**src/rtl/fir_pkg.sv**
```systemverilog
// Shared definitions for the FIR sample generator: pattern modes, FSM states, LFSR taps.
// Latency: n/a (types and constants only).
// Backpressure: n/a.
package fir_pkg;

  // Pattern selection, latched when the generator leaves IDLE.
  typedef enum logic [1:0] {
    MODE_RAMP    = 2'd0,
    MODE_IMPULSE = 2'd1,
    MODE_STEP    = 2'd2,
    MODE_LFSR    = 2'd3
  } mode_e;

  typedef enum logic [1:0] {
    ST_IDLE    = 2'd0,
    ST_WAIT    = 2'd1,
    ST_PRESENT = 2'd2
  } state_e;

  // x^8 + x^6 + x^5 + x^4 + 1 on a left-shifting register: bits 7,5,4,3.
  localparam logic [7:0] LFSR_TAPS = 8'hB8;

endpackage

```
**src/rtl/fir_sample_gen_if.sv**
```systemverilog
// Sample stream bundle between the generator and the FIR input.
// Latency: n/a (wires only).
// Backpressure: out_valid/out_ready; a sample moves when both are high at a clock edge.
// Ports: out_sample (DATA_W), out_valid, out_ready.
interface fir_sample_gen_if #(
  parameter int DATA_W = 4
);
  logic [DATA_W-1:0] out_sample;
  logic              out_valid;
  logic              out_ready;

  modport master (output out_sample, output out_valid, input out_ready);
  modport slave  (input out_sample, input out_valid, output out_ready);
endinterface

```
**src/rtl/fir_lfsr8.sv**
```systemverilog
// 8-bit Fibonacci LFSR, shifts left with feedback into bit 0.
// Latency: new state visible the cycle after load/adv.
// Backpressure: none; caller advances it only when a sample is consumed.
// Ports: clk, rst, load (reload SEED), adv (step once), state (current 8-bit value).
module fir_lfsr8
  import fir_pkg::*;
#(
  parameter logic [7:0] SEED = 8'h01
) (
  input  logic       clk,
  input  logic       rst,
  input  logic       load,
  input  logic       adv,
  output logic [7:0] state
);

  logic [7:0] state_q;
  logic [7:0] state_d;
  logic       fb;

  assign fb = ^(state_q & LFSR_TAPS);

  // load wins over adv so a restart always begins from the seed.
  always_comb begin
    state_d = state_q;
    if (load) begin
      state_d = SEED;
    end else if (adv) begin
      state_d = {state_q[6:0], fb};
    end
  end

  always_ff @(posedge clk or posedge rst) begin
    if (rst) begin
      state_q <= SEED;
    end else begin
      state_q <= state_d;
    end
  end

  assign state = state_q;

endmodule

```
**src/rtl/fir_sample_gen.sv**
```systemverilog
// Paced pattern source (ramp/impulse/step/LFSR) feeding the FIR sample input.
// Latency: first out_valid PERIOD cycles after en is seen in IDLE; PERIOD+1 cycles per sample unstalled.
// Backpressure: sample held stable while out_ready=0; every stall cycle delays all later samples by one.
// Ports: clk, rst (async, active high), en (run level), mode (pattern, latched on start),
//        smp (out_sample/out_valid/out_ready), busy (not IDLE), sample_cnt (accepted samples).
module fir_sample_gen
  import fir_pkg::*;
#(
  parameter int         DATA_W    = 4,
  parameter int         PERIOD    = 8,
  parameter logic [7:0] LFSR_SEED = 8'h01,
  parameter int         CNT_W     = 16
) (
  input  logic                 clk,
  input  logic                 rst,
  input  logic                 en,
  input  logic [1:0]           mode,
  fir_sample_gen_if.master     smp,
  output logic                 busy,
  output logic [CNT_W-1:0]     sample_cnt
);

  localparam int PW = (PERIOD > 2) ? $clog2(PERIOD) : 1;

  state_e              state_q, state_d;
  mode_e               mode_q, mode_d;
  logic [PW-1:0]       pace_q, pace_d;
  logic [DATA_W-1:0]   sample_q, sample_d;
  logic [CNT_W-1:0]    sample_cnt_q, sample_cnt_d;
  logic [DATA_W-1:0]   ramp_q, ramp_d;
  logic                first_q, first_d;   // high until the first sample of a run is accepted
  logic                lfsr_load;
  logic                lfsr_adv;
  logic [7:0]          lfsr_state;
  logic [DATA_W-1:0]   pat_val;
  logic                xfer;
  logic                unused_lfsr_hi;

  fir_lfsr8 #(
    .SEED (LFSR_SEED)
  ) u_lfsr (
    .clk   (clk),
    .rst   (rst),
    .load  (lfsr_load),
    .adv   (lfsr_adv),
    .state (lfsr_state)
  );

  // Only the low DATA_W bits form a sample; the rest is internal LFSR state.
  assign unused_lfsr_hi = ^lfsr_state;

  always_comb begin
    pat_val = '0;
    case (mode_q)
      MODE_RAMP:    pat_val = ramp_q;
      MODE_IMPULSE: pat_val = {DATA_W{first_q}};
      MODE_STEP:    pat_val = '1;
      MODE_LFSR:    pat_val = lfsr_state[DATA_W-1:0];
      default:      pat_val = '0;
    endcase
  end

  assign xfer = (state_q == ST_PRESENT) && smp.out_ready;

  always_comb begin
    state_d      = state_q;
    mode_d       = mode_q;
    pace_d       = pace_q;
    sample_d     = sample_q;
    sample_cnt_d = sample_cnt_q;
    ramp_d       = ramp_q;
    first_d      = first_q;
    lfsr_load    = 1'b0;
    lfsr_adv     = 1'b0;
    case (state_q)
      ST_IDLE: begin
        if (en) begin
          mode_d       = mode_e'(mode);
          sample_cnt_d = '0;
          pace_d       = PW'(PERIOD - 1);
          ramp_d       = '0;
          first_d      = 1'b1;
          lfsr_load    = 1'b1;
          state_d      = ST_WAIT;
        end
      end
      ST_WAIT: begin
        // Dropping en here abandons the run before any sample is shown.
        if (!en) begin
          state_d = ST_IDLE;
        end else if (pace_q == '0) begin
          sample_d = pat_val;
          state_d  = ST_PRESENT;
        end else begin
          pace_d = pace_q - PW'(1);
        end
      end
      ST_PRESENT: begin
        // en is ignored until the pending sample is taken.
        if (xfer) begin
          sample_cnt_d = sample_cnt_q + CNT_W'(1);
          ramp_d       = ramp_q + DATA_W'(1);
          first_d      = 1'b0;
          lfsr_adv     = 1'b1;
          pace_d       = PW'(PERIOD - 1);
          state_d      = en ? ST_WAIT : ST_IDLE;
        end
      end
      default: begin
        state_d = ST_IDLE;
      end
    endcase
  end

  always_ff @(posedge clk or posedge rst) begin
    if (rst) begin
      state_q      <= ST_IDLE;
      mode_q       <= MODE_RAMP;
      pace_q       <= '0;
      sample_q     <= '0;
      sample_cnt_q <= '0;
      ramp_q       <= '0;
      first_q      <= 1'b1;
    end else begin
      state_q      <= state_d;
      mode_q       <= mode_d;
      pace_q       <= pace_d;
      sample_q     <= sample_d;
      sample_cnt_q <= sample_cnt_d;
      ramp_q       <= ramp_d;
      first_q      <= first_d;
    end
  end

  assign smp.out_sample = sample_q;
  assign smp.out_valid  = (state_q == ST_PRESENT);
  assign busy           = (state_q != ST_IDLE);
  assign sample_cnt     = sample_cnt_q;

endmodule

```
**src/flat_wrapper.sv**
```systemverilog
// flat-port wrapper written by rule: the top's interface ports become plain ports
module fir_sample_gen_flat import fir_pkg::*;
#(
  parameter int         DATA_W    = 4,
  parameter int         PERIOD    = 8,
  parameter logic [7:0] LFSR_SEED = 8'h01,
  parameter int         CNT_W     = 16
)
  (clk, rst, en, mode, busy, sample_cnt, smp_out_sample, smp_out_valid, smp_out_ready);
  fir_sample_gen_if #(.DATA_W(DATA_W)) smp_i ();
  input  logic clk;
  input  logic rst;
  input  logic en;
  input  logic [1:0] mode;
  output logic busy;
  output logic [CNT_W-1:0] sample_cnt;
  output wire logic [$bits(smp_i.out_sample)-1:0] smp_out_sample;
  output wire logic [$bits(smp_i.out_valid)-1:0] smp_out_valid;
  input wire logic [$bits(smp_i.out_ready)-1:0] smp_out_ready;
  assign smp_out_sample = smp_i.out_sample;
  assign smp_out_valid = smp_i.out_valid;
  assign smp_i.out_ready = smp_out_ready;
  fir_sample_gen #(.DATA_W(DATA_W), .PERIOD(PERIOD), .LFSR_SEED(LFSR_SEED), .CNT_W(CNT_W)) u_core (.clk(clk), .rst(rst), .en(en), .mode(mode), .smp(smp_i), .busy(busy), .sample_cnt(sample_cnt));
endmodule
```
**config.mk**
```make
export PLATFORM = sky130hd
export DESIGN_NAME = fir_sample_gen_flat
export DESIGN_NICKNAME = d
export VERILOG_FILES = /design/src/rtl/fir_pkg.sv /design/src/rtl/fir_sample_gen_if.sv /design/src/rtl/fir_lfsr8.sv /design/src/rtl/fir_sample_gen.sv /design/src/flat_wrapper.sv
export SDC_FILE = /design/constraint.sdc
export NUM_CORES = 1
export LEC_CHECK = 0
export BUFFER_PORTS_ARGS = -buffer_cell sky130_fd_sc_hd__buf_2
export CORE_AREA = 2 2 63 65
export CTS_BUF_LIST = sky130_fd_sc_hd__clkbuf_4
export DETAILED_ROUTE_END_ITERATION = 10
export DIE_AREA = 0 0 65 67
export GPL_ROUTABILITY_DRIVEN = 0
export PLACE_DENSITY_LB_ADDON = 0.2
export SLEW_MARGIN = 25
export SYNTH_ARGS = -nofsm -noshare
export SYNTH_HDL_FRONTEND = slang
export SYNTH_SLANG_ARGS = --single-unit
export TNS_END_PERCENT = 50
```
**constraint.sdc**
```tcl
create_clock -name clk -period 2.1 [get_ports clk]
set_input_delay 0.105 -clock clk [delete_from_list [all_inputs] [get_ports clk]]
set_output_delay 0.105 -clock clk [all_outputs]
set_load 0.02 [all_outputs]
```
==> flow_metrics.env <==
export IMPL_status="completed"
export IMPL_start_util_pct=55.62
export IMPL_worstPathCellList="mux2i_1, or4_1, or3_1, a21oi_1"
export IMPL_period_needed_ps=1826
export IMPL_grt_use_met3_pct=5.743
export IMPL_hold_end="u_core.state_q[0]"
export IMPL_avgSynthCellArea_um2=9.461
export IMPL_ys_async_sr_fraction_pct=100.0
export IMPL_drive_above_1_share_pct=19.35
export IMPL_ant_nets=0
export IMPL_crit_path_max_fanout=8
export IMPL_drv_cap=0
export IMPL_cts_sinks=40
export IMPL_crit_path_start_kind="register"
export IMPL_hold_viol=0
export IMPL_hpwlAfterDp_mm=2.706
export IMPL_crit_slowest_cell="or4_1"
export IMPL_core_um2=3606
export IMPL_min_from="en"
export IMPL_avgRoutedWirePerCell_um=12.71
export IMPL_dpl_cell_area_um2=2215
export IMPL_dieHeight_um=67
export IMPL_end_kind="register"
export IMPL_tightest_slew_ps=616.4
export IMPL_critPathKind="reg -> reg"
export IMPL_fin_skew_ps=9.078
export IMPL_cts_tree="built"
export IMPL_cts_root_buf="clkbuf_4"
export IMPL_p_leak_nw=1.150
export IMPL_overflow=0
export IMPL_synthAdderAreaFrac_pct=2.495
export IMPL_die_w_um=65
export IMPL_yosysSeqAreaShare_pct=50.03
export IMPL_slew_viol_final=0
export IMPL_antenna_diode_count=0
export IMPL_ys_types=45
export IMPL_htree_levels=2
export IMPL_port_buffers=27
export IMPL_rrSetupSlack_ps=270
export IMPL_grt_usage_pct=20.28
export IMPL_cts_clk_slew_worst_paths_ps=110
export IMPL_hold_class="in -> reg"
export IMPL_vias_per_cell=5.307
export IMPL_setup_tns_ps=0
export IMPL_hold_path_depth=2
export IMPL_netlist_area_um2=2006
export IMPL_clock_fmax_mhz=547.7
export IMPL_area_delta_synth_final_pct=14.66
export IMPL_grt_pass1_vias=1529
export IMPL_use_met1_pct=25.33
export IMPL_dp_cells=285
export IMPL_fin_crit_sh_pct=86.95
export IMPL_antenna_found_initial=0
export IMPL_drt_iter0_drc=83
export IMPL_synth_simple_area_share_pct=24.02
export IMPL_fp_dieArea_um2=4355
export IMPL_gr_max_usage_layer="met2"
export IMPL_synthCells=212
export IMPL_crit_required_ps=2390
export IMPL_slew_headroom_pct=57.73
export IMPL_crit_arrival_ps=2110
export IMPL_vdd_ir_drop_max_mv=0.4077
export IMPL_finalInstanceArea_um2=2300
export IMPL_synth_seq_cells=40
export IMPL_synth_edff_count=0
export IMPL_fin_cells=296
export IMPL_clock_latency_ps=350
export IMPL_cts_buffers=5
export IMPL_grt_pass1_wl_mm=6.637
export IMPL_io_pins=28
export IMPL_r2r_cells=4
export IMPL_synth_compound_area_share_pct=10.29
export IMPL_drc=0
export IMPL_worstReg2RegStart="u_core.state_q[1]"
export IMPL_cts_path_max_buffers=2
export IMPL_final_cell_mix="44 x nand2_1, 38 x dfrtp_1, 27 x buf_2"
export IMPL_use_met2_pct=33.25
export IMPL_rows=22
export IMPL_synthXorXnorAreaFrac_pct=5.677
export IMPL_final_setup_viol_count=0
export IMPL_nNetsFinal=258
export IMPL_syn_num_nets=222
export IMPL_rsz0062_at_grt="false"
export IMPL_synthMuxAreaShare_pct=4.055
export IMPL_synth_top_family_by_area="simple AND/OR/NAND/NOR gates"
export IMPL_p_per_area_nw_per_um2=614.8
export IMPL_firstDrtPassIters=4
export IMPL_final_common_cell="nand2_1"
export IMPL_vias=1571
export IMPL_grt_max_degree=41
export IMPL_r2r_end="u_core.sample_cnt[11]"
export IMPL_ys_flop_type="dfrtp_1"
export IMPL_wl_mm=3.763
export IMPL_ys_warn_count=0
export IMPL_max_stage_delay_ps=580
==> kinds of logic (layout without fill, tap and decap cells) <==
group                    Yosys count  count (layout)
multiplexers                       8               8
XOR/XNOR                          13              13
buffers and inverters             17              53
adder cells (fa/ha/maj)            4               4
AO/OA/AOI/OAI                     33              33
flip-flops                        40              40
AND/OR/NAND/NOR                   97              97
==> routing by layer <==
metal	share of wire [%]	wire length, um	vias to the layer above
li1	-	-	795
met3	3.9	146	6
met2	47	1757	27
met1	48	1799	743
met4	1.6	60	0
met5	0	0	-
==> Yosys cell counts, types with 4 or more instances <==
cell | number | share of area [%]
inv_1 | 8 | 1.5
xnor2_1 | 10 | 4.4
nand4_1 | 4 | 1.2
o31ai_1 | 5 | 1.9
nand3_1 | 8 | 2.0
a21oi_1 | 12 | 3.0
nand2_1 | 44 | 8.2
o21ai_0 | 6 | 1.5
clkbuf_1 | 5 | 0.94
mux2i_1 | 7 | 3.5
nor2_1 | 17 | 3.2
ha_1 | 4 | 2.5
dfrtp_1 | 38 | 47
==> worst max-delay path by stage <==
stage / from / end / depth (start not counted)
floorplan: u_core.sample_cnt[2] / u_core.sample_cnt[11] / 4
global placement: u_core.state_q[1] / u_core.sample_cnt[11] / 4
detailed placement: u_core.state_q[1] / u_core.sample_cnt[11] / 4
CTS: u_core.state_q[1] / u_core.sample_cnt[11] / 4
global route: u_core.state_q[1] / u_core.sample_cnt[11] / 4
finish: u_core.state_q[1] / u_core.sample_cnt[11] / 4
==> metrics by stage <==
step | hold slack, ps | power (W) | util [%] | worst slack [ps]
2_1_floorplan | 191.3 | 0.001014 | - | 347.2
4_1_cts | 37.79 | 0.001440 | 63.78 | 272.5
3_5_place_dp | 260.5 | 0.001077 | 61.42 | 282.6
3_3_place_gp | 253.6 | 0.001074 | 61.42 | 313.7
5_1_grt | 35.00 | 0.001508 | 63.78 | 151.1
6_report | 60.91 | 0.001414 | 63.78 | 274.1
==> what timing repair did <==
action	CTS	global route
hold endpoints to repair	41	0
setup buffers	0	0
hold buffers	4	0
gates resized for setup	0	0
endpoints found under the setup margin	0	0
==> state kept, by name, summed over array words and instances, names as in the netlist <==
name / count
u_core.first_q: 1
u_core.ramp_q: 4
u_core.smp.out_sample: 4
u_core.sample_cnt: 16
u_core.pace_q: 3
u_core.state_q: 2
u_core.mode_q: 2
u_core.u_lfsr.state: 8
==> final cells by class <==
cell class | count | area (um2)
inverters | 8 | 30.03
flip-flops and latches | 40 | 1003
clock buffers | 5 | 37.54
multi-input cells | 155 | 933.4
repair buffers | 38 | 227.7
well taps | 48 | 60.06
clock inverters | 2 | 7.507
fillers | 324 | 1306
==> where the power goes <==
part	internal (W)	total, W	switching (W)	leakage (nW)
sequential	0.000815	0.000859	0.0000439	0.534
combinational	0.0000844	0.000204	0.000120	0.590
clock	0.000117	0.000351	0.000234	0.0261
==> worst max-delay path, delay by kind of cell, from the launching register on <==
kind	cells	cell delay, ps
mux	1	270
compound gates	1	140
flops	1	460
simple gates	2	890
(Power assumes the default switching activity.)
